`src/rtl/skolem_pkg.sv`:
```
// Shared types and constants for the sequential XOR-constraint Skolem engine.
package skolem_pkg;

  typedef enum logic [1:0] {
    IDLE,
    ACCUM,
    EMIT
  } state_t;

  // Galois feedback mask for x^16 + x^14 + x^13 + x^11 + 1 (right-shifting form)
  localparam logic [15:0] LFSR_TAPS = 16'hB400;

  // cfg_mode encoding that selects the all-ones free-bit fill
  localparam logic FILL_ONES = 1'b0;

  function automatic int nbeat(input int n_in, input int slice);
    return (n_in + slice - 1) / slice;
  endfunction

endpackage

```
`src/rtl/skolem_lfsr.sv`:
```
// 16-bit Galois LFSR supplying free witness bits; only the low OUT_W bits leave the block.
module skolem_lfsr
  import skolem_pkg::*;
#(
  parameter logic [15:0] SEED  = 16'hACE1,
  parameter int          OUT_W = 9
) (
  input  logic             clk,
  input  logic             rst_n,
  input  logic             load,
  input  logic             advance,
  output logic [OUT_W-1:0] bits
);

  logic [15:0] state;

  always_ff @(posedge clk or negedge rst_n) begin
    if (!rst_n) begin
      state <= SEED;
    end else if (load) begin
      state <= SEED;
    end else if (advance) begin
      state <= (state >> 1) ^ (state[0] ? LFSR_TAPS : 16'h0000);
    end
  end

  assign bits = state[OUT_W-1:0];

endmodule

```
`src/rtl/xor_skolem_engine.sv`:
```
// Sequential XOR Skolem engine: folds x into a parity bit over several beats, then
// emits a witness y whose pivot bit makes XOR(x) ^ XOR(y) equal the requested target.
module xor_skolem_engine
  import skolem_pkg::*;
#(
  parameter int          N_IN      = 6,
  parameter int          N_OUT     = 10,
  parameter int          PIVOT     = 0,
  parameter int          SLICE     = 2,
  parameter logic [15:0] LFSR_SEED = 16'hACE1,
  parameter int          CNT_W     = 16
) (
  input  logic             clk,
  input  logic             rst_n,
  input  logic             cfg_target,
  input  logic             cfg_mode,
  input  logic             in_valid,
  output logic             in_ready,
  input  logic [N_IN-1:0]  in_x,
  output logic             out_valid,
  input  logic             out_ready,
  output logic [N_OUT-1:0] out_y,
  output logic [CNT_W-1:0] sol_count,
  output logic             chk_err
);

  localparam int NBEAT = nbeat(N_IN, SLICE);
  localparam int BW    = $clog2(NBEAT + 1);

  state_t            state, state_nx;
  logic [N_IN-1:0]   x_reg, x_sh;
  logic              target_reg, mode_reg, acc;
  logic [BW-1:0]     beat;
  logic [N_OUT-2:0]  lfsr_bits, free;
  logic [N_OUT-1:0]  y_nx;
  logic              accept, deliver, last_beat, lfsr_adv;

  assign in_ready  = (state == IDLE);
  assign accept    = in_valid && in_ready;
  assign deliver   = out_valid && out_ready;
  assign last_beat = (beat == BW'(NBEAT));
  assign lfsr_adv  = deliver && (mode_reg != FILL_ONES);

  skolem_lfsr #(
    .SEED  (LFSR_SEED),
    .OUT_W (N_OUT - 1)
  ) u_lfsr (
    .clk     (clk),
    .rst_n   (rst_n),
    .load    (1'b0),
    .advance (lfsr_adv),
    .bits    (lfsr_bits)
  );

  always_ff @(posedge clk or negedge rst_n) begin
    if (!rst_n) state <= IDLE;
    else        state <= state_nx;
  end

  always_comb begin
    state_nx = state;
    case (state)
      IDLE:    if (accept)    state_nx = ACCUM;
      ACCUM:   if (last_beat) state_nx = EMIT;
      EMIT:    if (out_ready) state_nx = IDLE;
      default: state_nx = IDLE;
    endcase
  end

  // Witness assembly: free bits fill the non-pivot slots in ascending order
  always_comb begin : place
    int k;
    k    = 0;
    free = (mode_reg == FILL_ONES) ? '1 : lfsr_bits;
    y_nx = '0;
    for (int j = 0; j < N_OUT; j++) begin
      if (j != PIVOT) begin
        y_nx[j] = free[k];
        k++;
      end
    end
    y_nx[PIVOT] = target_reg ^ acc ^ (^free);
  end

  // Transaction data; the right shift zero-pads the final partial slice
  always_ff @(posedge clk) begin
    if (accept) begin
      x_reg      <= in_x;
      x_sh       <= in_x;
      target_reg <= cfg_target;
      mode_reg   <= cfg_mode;
      acc        <= 1'b0;
    end else if (state == ACCUM && !last_beat) begin
      acc  <= acc ^ (^x_sh[SLICE-1:0]);
      x_sh <= x_sh >> SLICE;
    end
  end

  always_ff @(posedge clk or negedge rst_n) begin
    if (!rst_n) begin
      beat      <= '0;
      out_valid <= 1'b0;
      out_y     <= '0;
      sol_count <= '0;
      chk_err   <= 1'b0;
    end else begin
      if (accept) begin
        beat <= '0;
      end else if (state == ACCUM && !last_beat) begin
        beat <= beat + 1'b1;
      end

      if (state == ACCUM && last_beat) begin
        out_valid <= 1'b1;
        out_y     <= y_nx;
      end else if (deliver) begin
        out_valid <= 1'b0;
      end

      if (deliver && (sol_count != '1)) begin
        sol_count <= sol_count + 1'b1;
      end

      if (state == EMIT && (((^x_reg) ^ (^out_y)) != target_reg)) begin
        chk_err <= 1'b1;
      end
    end
  end

endmodule

```
`config.mk`:
```
export PLATFORM = sky130hd
export DESIGN_NAME = xor_skolem_engine
export DESIGN_NICKNAME = d
export VERILOG_FILES = /design/src/rtl/skolem_pkg.sv /design/src/rtl/skolem_lfsr.sv /design/src/rtl/xor_skolem_engine.sv
export SDC_FILE = /design/constraint.sdc
export NUM_CORES = 1
export LEC_CHECK = 0
export CAP_MARGIN = 20
export CELL_PAD_IN_SITES_DETAIL_PLACEMENT = 0
export CELL_PAD_IN_SITES_GLOBAL_PLACEMENT = 1
export CORE_ASPECT_RATIO = 1.2
export CORE_MARGIN = 4
export CORE_UTILIZATION = 29
export DETAILED_ROUTE_END_ITERATION = 8
export PLACE_DENSITY = 0.62
export SLEW_MARGIN = 5
export SYNTH_ARGS = -nofsm -noshare
export SYNTH_HDL_FRONTEND = slang
export SYNTH_SLANG_ARGS = --single-unit
```
`constraint.sdc`:
```
create_clock -name clk -period 4.2 [get_ports clk]
set_input_delay 0.84 -clock clk [delete_from_list [all_inputs] [get_ports clk]]
set_output_delay 0.84 -clock clk [all_outputs]
set_load 0.05 [all_outputs]
```
## Word-level counts from Yosys, hierarchy flattened

Index checks and enable logic that the tools add are counted.
Widths: inputs -> output; s select.

- Add/sub/neg operators: 2
- Equal/unequal tests: 8
- Muxes and demuxes: 12
- Bitwise operators: 5
- Reductions and logical operators: 16

Operators by type and width:

| operator | count |
|---|---|
| $add 16x1->16 const B | 1 |
| $mux 16 | 1 |
| $ne 16x16->1 const B | 1 |
| $xor 15x16->16 | 1 |
| $mux 6 | 2 |
| $mux 2 | 5 |
| $reduce_xor 10->1 | 1 |
| $mux 9 | 1 |
| $reduce_xor 9->1 | 1 |
| $logic_and 1x1->1 | 7 |
| $pmux 2 s3 | 1 |
| $reduce_xor 6->1 | 1 |
| $eq 2x2->1 const B | 2 |
| $ne 2x2->1 const B | 2 |
| $reduce_bool 2->1 | 2 |
| $xor 1x1->1 | 4 |
| $reduce_and 3->1 | 1 |
| $add 2x1->2 const B | 1 |
| $eq 2x1->1 const B | 1 |
| $logic_not 2->1 | 1 |
| $mux 1 | 2 |
| $ne 2x1->1 const B | 1 |
| $reduce_xor 2->1 | 1 |
| $logic_not 1->1 | 1 |
| $ne 1x1->1 | 1 |

- Flip-flop bits (word level): 63
- Input bits: 12
- Output and inout bits: 29
- Logic and storage cells: 55

## Depth between registers and ports, before layout

Gate-level depths: netlist of the first run.

- Depth after elaboration: 5
- Gate-level depth with buffers: 6
- Gate-level depth less buffers: 6

## By module

Synthesis of the first run repeated with hierarchy kept, for this count alone.

- Cell total of the unflattened synthesis: 256
- Area, all modules: 3046.7 um2

By module, submodules not included:

| module | times used | cells an instance | area an instance (um2) | seq. area each (um2) |
|---|---|---|---|---|
| xor_skolem_engine | 1 | 191 | 2252.2 | 1241.2 |
| skolem_lfsr | 1 | 65 | 794.5 | 410.4 |

## Worst setup path before layout of the first run

No wires, ideal clock.

- Path kind: reg-to-reg
- Start point: register state[0]
- End point: register x_sh[0] (data pin)
- Library setup time: 0.260 ns
- Data arrival time: 2.213 ns
- Data required time: 3.940 ns
- Setup slack: 1.727 ns
- Stages on the path, launching flop included: 6
- Buffers on the path: 2
- Clock period less this slack: 2.473 ns
- Cell sequence: dfrtp_1 > clkbuf_1 > nor2_1 > and2_1 > clkbuf_1 > mux2_2

- Word-level cells in the longest chain between the ends: 3

RTL lines:

| what | RTL line | RTL |
|---|---|---|
| start: declaration | xor_skolem_engine.sv:30 | `state_t state, state_nx;` |
| start signal: assignment | xor_skolem_engine.sv:57 | `else state <= state_nx;` |
| $logic_not 2->1 | xor_skolem_engine.sv:38 | `assign in_ready = (state == IDLE);` |
| net in_ready | xor_skolem_engine.sv:18 | `output logic in_ready,` |
| $logic_and 1x1->1 | xor_skolem_engine.sv:39 | `assign accept = in_valid && in_ready;` |
| net accept | xor_skolem_engine.sv:36 | `logic accept, deliver, last_beat, lfsr_adv;` |
| $mux 6 | xor_skolem_engine.sv:87 | `if (accept) begin` |
| end signal: assignment | xor_skolem_engine.sv:89 | `x_sh <= in_x;` |
| end signal: assignment | xor_skolem_engine.sv:95 | `x_sh <= x_sh >> SLICE;` |
| end: declaration | xor_skolem_engine.sv:31 | `logic [N_IN-1:0] x_reg, x_sh;` |

The timed path passes the listed nets, and every way through them passes these cells.
A chain may end at the register's enable or synchronous reset.

## Worst setup path after layout of the first run

- Start point: register state[1]
- End point: output in_ready

- Word-level cells in the longest chain between the ends: 1

RTL lines:

| what | RTL line |
|---|---|
| $logic_not 2->1 | xor_skolem_engine.sv:38 |
| end: declaration | xor_skolem_engine.sv:18 |

No other way between the ends.

==> results.sh, run 1 <==
export IMPL_flow_area_growth_from_synthesis_pct=28.7
export IMPL_postRouteAntennaNets=0
export IMPL_syn_std_cell_area_mm2=0.00284
export IMPL_dieArea_mm2=0.0115
export IMPL_drive_above_1_share_pct=16.8
export IMPL_grt_first_pass_wirelength_mm=8.80
export IMPL_top_usage_layer="met2"
export IMPL_ys_seq_area_share_pct=58.1
export IMPL_num_antenna_cells=0
export IMPL_cts_made_buffers=9
export IMPL_synthTopCellsByArea="sky130_fd_sc_hd__dfrtp_1 (35%), sky130_fd_sc_hd__edfxtp_1 (15%), sky130_fd_sc_hd__xnor2_1 (9.2%)"
export IMPL_number_of_top_level_design_ports=41
export IMPL_postSynthCellCount=230
export IMPL_grtUsageMet1_pct=12.1
export IMPL_worstReg2RegStart="beat[0]$_DFFE_PN0P_"
export IMPL_async_flop_share_pct=76.2
export IMPL_final_util_pct=38.2
export IMPL_rsz_0062_raised_after_global_routing="no"
export IMPL_worst_hold_stages=2
export IMPL_drt_first_iter_violations=66
export IMPL_cp_end_kind="primary output"
export IMPL_synth_fp_nets=244
export IMPL_cp_data_arrival_time_ns=1.85
export IMPL_total_routing_resource_utilization_after_global_routing_pct=9.93
export IMPL_r2r_cells=5
export IMPL_cp_data_required_time_ns=3.36
export IMPL_r2r_setup_slack_ns=2.28
export IMPL_floorplan_die_height_um=116
export IMPL_numPortBuffers=40
export IMPL_h_tree_depth=3
export IMPL_cts_resized=0
export IMPL_routability_cong=0.692
export IMPL_cp_max_fo=8
export IMPL_crit_reg2reg_capture="out_y[0]$_DFFE_PN0P_"
export IMPL_share_of_the_synthesized_area_in_the_top_cell_type_pct=35.2
export IMPL_netlist_cell_type_count=35
export IMPL_synth_most_common_cell="sky130_fd_sc_hd__dfrtp_1"
export IMPL_tightest_slew_ns=0.734
export IMPL_global_route_usage_met3_pct=3.58
export IMPL_timing_final_max_slew_violations=0
export IMPL_p_leak_nw=1.53
export IMPL_largestRegisters="sol_count (16), u_lfsr.state (16), out_y (10)"
export IMPL_routed_via_count=1759
export IMPL_drt_pass1_iterations=4
export IMPL_finalHoldViolations=0
export IMPL_synth_top_cells_by_count="sky130_fd_sc_hd__dfrtp_1 (40), sky130_fd_sc_hd__xnor2_1 (30), sky130_fd_sc_hd__mux2_2 (21), sky130_fd_sc_hd__nand2_1 (21), sky130_fd_sc_hd__o21ai_0 (15)"
export IMPL_synth_ff_latch_count=63
export IMPL_timing_max_slew_rel_slack_pct=51.0
export IMPL_outcome="finished, final reports clean"
export IMPL_crit_slowest_cell="sky130_fd_sc_hd__clkdlybuf4s50_1"
export IMPL_core_area_mm2=0.00956
export IMPL_clock_latency_ns=0.32
export IMPL_post_synth_cell_area_avg_um2=12.4
export IMPL_clk_pin_slew_worst_paths_ns=0.05
export IMPL_critical_path_max_stage_delay_ns=0.84
export IMPL_routed_wl_mm=5.10
export IMPL_grt_util_met2_pct=15.6
export IMPL_cts_tree="done"
export IMPL_number_of_flops_mapped_to_enable_cells_by_yosys=14
export IMPL_worst_hold_path_type="flop to flop"
export IMPL_hold_path_endpoint="u_lfsr.state[10]$_DFFE_PN1P_"
export IMPL_final_setup_skew_ns=0.00691
export IMPL_power_density_mw_per_mm2=706
export IMPL_post_cts_hold_buffer_count=0
export IMPL_timing_fmax_mhz=372
export IMPL_critical_path_cell_chain="nor2_1 -> clkdlybuf4s50_1"
export IMPL_min_from="u_lfsr.state[10]$_DFFE_PN1P_"
export IMPL_cts_root_buf="sky130_fd_sc_hd__clkbuf_16"
export IMPL_clock_period_minus_worst_slack_ns=2.69
export IMPL_synth_top_area_cell="sky130_fd_sc_hd__dfrtp_1"
export IMPL_overflow_left_after_global_routing=0
export IMPL_setup_tns_final_ns=0
export IMPL_cap_violations=0
export IMPL_post_dp_hpwl_mm=3.60
export IMPL_wl_per_cell_um=12.6
export IMPL_floorplan_rows=39
export IMPL_ratio_of_routed_vias_to_standard_cells=4.36
export IMPL_critical_path_top_delay_family="buffers and inverters"
export IMPL_floorplan_initialDensity_pct=29.7
export IMPL_route_detailed_drc=0
export IMPL_dieWidth_um=98.4
export IMPL_setup_worst_path_start_class="flop"
export IMPL_antenna_violations_before_repair=0
export IMPL_maximum_number_of_pins_on_one_net_before_global_route_repair=49
export IMPL_setup_viol=0
export IMPL_cts_max_path_buffers=2
export IMPL_synthesis_yosys_warnings=0
export IMPL_min_period_over_period_pct=64.0
export IMPL_finish_net_count=289
export IMPL_hold_ws_ns=0.477
export IMPL_path_class="flop to primary output"
export IMPL_cts_sinks=63
export IMPL_yosys_most_used_dff="sky130_fd_sc_hd__dfrtp_1"
export IMPL_cp_buffers_inverters=1
export IMPL_power_ir_vdd_worst_mv=0.267
export IMPL_total_setup_buffers_inserted_after_cts=0
export IMPL_first_global_vias=1801
worst max-delay path by stage:
stage,endpoint,slack (ns),startpoint,cells past startpoint
floorplan,x_sh[0]$_DFFE_PP_,1.73,state[0]$_DFFE_PN0P_,5
CTS,in_ready,1.49,state[1]$_DFFE_PN0P_,2
global route,in_ready,1.38,state[1]$_DFFE_PN0P_,2
finish,in_ready,1.51,state[1]$_DFFE_PN0P_,2
global placement,u_lfsr.state[14]$_DFFE_PN0P_,1.63,out_ready,3
detailed placement,u_lfsr.state[8]$_DFFE_PN0P_,1.64,out_ready,3
cell type report:
type | count | area, µm²
clock buffers | 12 | 236
clock inverters | 4 | 47.5
fillers | 985 | 5910
inverters | 4 | 15.0
multi-input cells | 156 | 1150
flip-flops and latches | 63 | 1650
well taps | 123 | 154
repair buffers | 41 | 403
kinds of logic after synthesis:
kind of cell | count (synthesis) | synth area share [%]
compound gates | 24 | 4.97
xor+xnor | 40 | 13.3
fa+ha+maj | 2 | 0.880
buf+inv | 11 | 1.45
flops | 63 | 58.1
mux | 22 | 8.67
simple gates | 68 | 12.6
worst min-delay path, delay by kind of cell, from the launching register on:
kind            cells  cell delay (ns)
flops               1             0.36
simple gates        1             0.04
compound gates      1             0.07
metrics by stage:
step	std cells	power, mW	cell area [µm²]	worst slack (ns)
global placement	387	1.90	3370	1.63
CTS	403	2.63	3660	1.49
global route	403	2.75	3660	1.38
finish	403	2.58	3660	1.51
floorplan	230	1.63	2840	1.73
detailed placement	387	1.90	3370	1.64
power by group:
| part | internal [mW] | switching [mW] |
|---|---|---|
| clock network | 0.457 | 0.249 |
| registers | 0.786 | 0.119 |
| logic | 0.430 | 0.541 |
per-layer routing:
metal,vias up,part of all wire (%)
met3,7,4.3
met4,0,2.1
met2,35,47
li1,885,-
met1,832,46
met5,-,0
cell usage in the layout (no fill, tap or decap), types with 2 or more instances in the layout:
cell | netlist | routed
sky130_fd_sc_hd__nor3_1 | 3 | 3
sky130_fd_sc_hd__nand2b_1 | 2 | 2
sky130_fd_sc_hd__clkbuf_1 | 7 | 3
sky130_fd_sc_hd__ha_1 | 2 | 2
sky130_fd_sc_hd__xor2_1 | 8 | 8
sky130_fd_sc_hd__mux2_2 | 21 | 21
sky130_fd_sc_hd__edfxtp_1 | 14 | 14
sky130_fd_sc_hd__dfrtp_1 | 40 | 40
sky130_fd_sc_hd__clkbuf_16 | 0 | 9
sky130_fd_sc_hd__xnor2_1 | 30 | 30
sky130_fd_sc_hd__and3_1 | 5 | 5
sky130_fd_sc_hd__nor2_1 | 10 | 10
sky130_fd_sc_hd__nor2b_1 | 9 | 9
sky130_fd_sc_hd__a22o_1 | 4 | 4
sky130_fd_sc_hd__o21ai_0 | 15 | 15
sky130_fd_sc_hd__dfstp_2 | 8 | 8
sky130_fd_sc_hd__nand3_1 | 5 | 5
sky130_fd_sc_hd__clkdlybuf4s50_1 | 0 | 39
sky130_fd_sc_hd__inv_1 | 4 | 4
sky130_fd_sc_hd__o21bai_1 | 2 | 2
sky130_fd_sc_hd__a21oi_1 | 2 | 2
sky130_fd_sc_hd__clkinv_2 | 0 | 2
sky130_fd_sc_hd__and4_1 | 2 | 2
sky130_fd_sc_hd__xnor3_1 | 2 | 2
sky130_fd_sc_hd__nand4_1 | 2 | 2
sky130_fd_sc_hd__nand2_1 | 21 | 21
Note: power is estimated with default switching activity, not from simulation.
==> run 2, diff against run 1 <==
--- a/config.mk
+++ b/config.mk
@@ -12,7 +12,7 @@
 export CORE_MARGIN = 4
 export CORE_UTILIZATION = 29
 export DETAILED_ROUTE_END_ITERATION = 8
-export PLACE_DENSITY = 0.62
+export PLACE_DENSITY = 0.64
 export SLEW_MARGIN = 5
 export SYNTH_ARGS = -nofsm -noshare
 export SYNTH_HDL_FRONTEND = slang
==> constraint.sdc (replaced) <==
create_clock -name clk -period 2.3 [get_ports clk]
set_input_delay 0.46 -clock clk [delete_from_list [all_inputs] [get_ports clk]]
set_output_delay 0.46 -clock clk [all_outputs]
set_load 0.05 [all_outputs]
==> results.sh, run 2 (synthesized netlist as in run 1, its figures left out) <==
export IMPL_total_routing_resource_utilization_after_global_routing_pct=10.5
export IMPL_drive_above_1_share_pct=18.8
export IMPL_floorplan_rows=39
export IMPL_setup_viol=0
export IMPL_clk_pin_slew_worst_paths_ns=0.05
export IMPL_setup_tns_final_ns=0
export IMPL_wl_per_cell_um=12.9
export IMPL_timing_max_slew_rel_slack_pct=66.1
export IMPL_outcome="finished, final reports clean"
export IMPL_clock_latency_ns=0.32
export IMPL_cts_sinks=63
export IMPL_routed_via_count=1796
export IMPL_critical_path_max_stage_delay_ns=0.85
export IMPL_core_area_mm2=0.00956
export IMPL_power_ir_vdd_worst_mv=0.785
export IMPL_worst_hold_path_type="input port to asynchronous set/reset pin"
export IMPL_numPortBuffers=40
export IMPL_cp_end_kind="primary output"
export IMPL_cts_root_buf="sky130_fd_sc_hd__clkbuf_16"
export IMPL_p_leak_nw=1.58
export IMPL_cp_max_fo=6
export IMPL_drt_pass1_iterations=4
export IMPL_grt_first_pass_wirelength_mm=9.34
export IMPL_flow_area_growth_from_synthesis_pct=30.6
export IMPL_cts_max_path_buffers=2
export IMPL_ratio_of_routed_vias_to_standard_cells=4.37
export IMPL_largestRegisters="sol_count (16), u_lfsr.state (16), out_y (10)"
export IMPL_dieArea_mm2=0.0115
export IMPL_routed_wl_mm=5.30
export IMPL_timing_final_max_slew_violations=0
export IMPL_drt_first_iter_violations=40
export IMPL_rsz_0062_raised_after_global_routing="no"
export IMPL_setup_worst_path_start_class="flop"
export IMPL_post_route_worst_setup_slack_ns=0.220
export IMPL_post_dp_hpwl_mm=3.82
export IMPL_floorplan_initialDensity_pct=29.7
export IMPL_cp_data_required_time_ns=1.84
export IMPL_overflow_left_after_global_routing=0
export IMPL_final_setup_skew_ns=0.00573
export IMPL_total_setup_buffers_inserted_after_cts=0
export IMPL_tightest_slew_ns=0.507
export IMPL_postRouteAntennaNets=0
export IMPL_number_of_top_level_design_ports=41
export IMPL_num_antenna_cells=0
export IMPL_route_detailed_drc=0
export IMPL_dieWidth_um=98.4
export IMPL_power_density_mw_per_mm2=1260
export IMPL_cp_buffers_inverters=1
export IMPL_h_tree_depth=3
export IMPL_maximum_number_of_pins_on_one_net_before_global_route_repair=32
export IMPL_path_class="flop to primary output"
export IMPL_crit_slowest_cell="sky130_fd_sc_hd__clkdlybuf4s50_1"
export IMPL_critical_path_cell_chain="clkdlybuf4s50_1"
export IMPL_cap_violations=0
export IMPL_first_global_vias=1880
export IMPL_finalHoldViolations=0
export IMPL_cts_made_buffers=9
export IMPL_routability_cong=0.735
export IMPL_cp_data_arrival_time_ns=1.62
export IMPL_min_period_over_period_pct=90.4
export IMPL_most_used_cells_in_the_layout_excluding_fill_and_tap_cells="sky130_fd_sc_hd__dfrtp_1 (40), sky130_fd_sc_hd__clkdlybuf4s50_1 (38), sky130_fd_sc_hd__xnor2_1 (30)"
export IMPL_finish_net_count=297
export IMPL_antenna_violations_before_repair=0
export IMPL_cts_tree="done"
export IMPL_floorplan_die_height_um=116
export IMPL_dp_worst_setup_slack_ns=0.166
export IMPL_clock_period_minus_worst_slack_ns=2.08
export IMPL_layout_commonest_cell="sky130_fd_sc_hd__dfrtp_1"
export IMPL_timing_fmax_mhz=481
export IMPL_critical_path_top_delay_family="buffers and inverters"
## run 2: changes by cell type in the layout (fill, tap and decap cells not counted), sizes merged
cell and change:
buf +8, clkbuf +3, bufinv -1, clkdlybuf4s50 -1, clkinv -1, clkinvlp -1, dlymetal6s2s +1
## run 2: final cells by class
class	instances	area, µm²
Sequential cell	63	1650
Timing Repair Buffer	49	478
Inverter	4	15.0
Fill cell	984	5850
Clock buffer	15	258
Multi-Input combinational cell	156	1150
Clock inverter	1	5.00
Tap cell	123	154
## run 2: worst paths after layout
check / startpoint / to / slack, ns / depth (start not counted)
worst max register to register: sol_count[0]$_DFFE_PN0P_ / sol_count[14]$_DFFE_PN0P_ / 0.49 / 5
worst min register to register: chk_err$_DFFE_PN0P_ / chk_err$_DFFE_PN0P_ / 0.48 / 1
min in group clk: chk_err$_DFFE_PN0P_ / chk_err$_DFFE_PN0P_ / 0.48 / 1
worst max-delay path: sol_count[7]$_DFFE_PN0P_ / sol_count[7] / 0.22 / 1
worst min-delay path: rst_n / out_y[9]$_DFFE_PN0P_ / 0.08 / 1
max in group asynchronous: rst_n / u_lfsr.state[13]$_DFFE_PN1P_ / 1.64 / 2
## run 2: what timing repair did
action                     CTS  global route
setup endpoints to repair    0             1
gates resized for setup      0             1
hold buffers                 0             0
## run 2: power breakdown
group | switching (mW) | internal, mW | leakage, nW | total, mW
clock | 0.436 | 0.757 | 0.128 | 1.19
sequential | 0.219 | 1.44 | 0.751 | 1.65
combinational | 1.01 | 0.837 | 0.701 | 1.85
total | 1.66 | 3.03 | 1.58 | 4.69
## run 2: metrics by stage
step           total power, mW  area [µm²]  instances  hold slack (ns)  util [%]
2_1_floorplan             2.99        2850        230            0.164         -
3_3_place_gp              3.53        3450        395            0.436      36.1
3_5_place_dp              3.55        3450        395            0.433      36.1
4_1_cts                   4.77        3710        411           0.0862      38.8
5_1_grt                   4.98        3710        411            0.113      38.8
6_report                  4.69        3710        411           0.0811      38.8
## run 2: routing by layer
layer	routed length, µm	up-vias	global-route usage, %
met5	0	-	0
met4	146	0	6.83
met1	2430	854	13.0
li1	-	898	-
met3	197	9	2.63
met2	2530	35	16.4
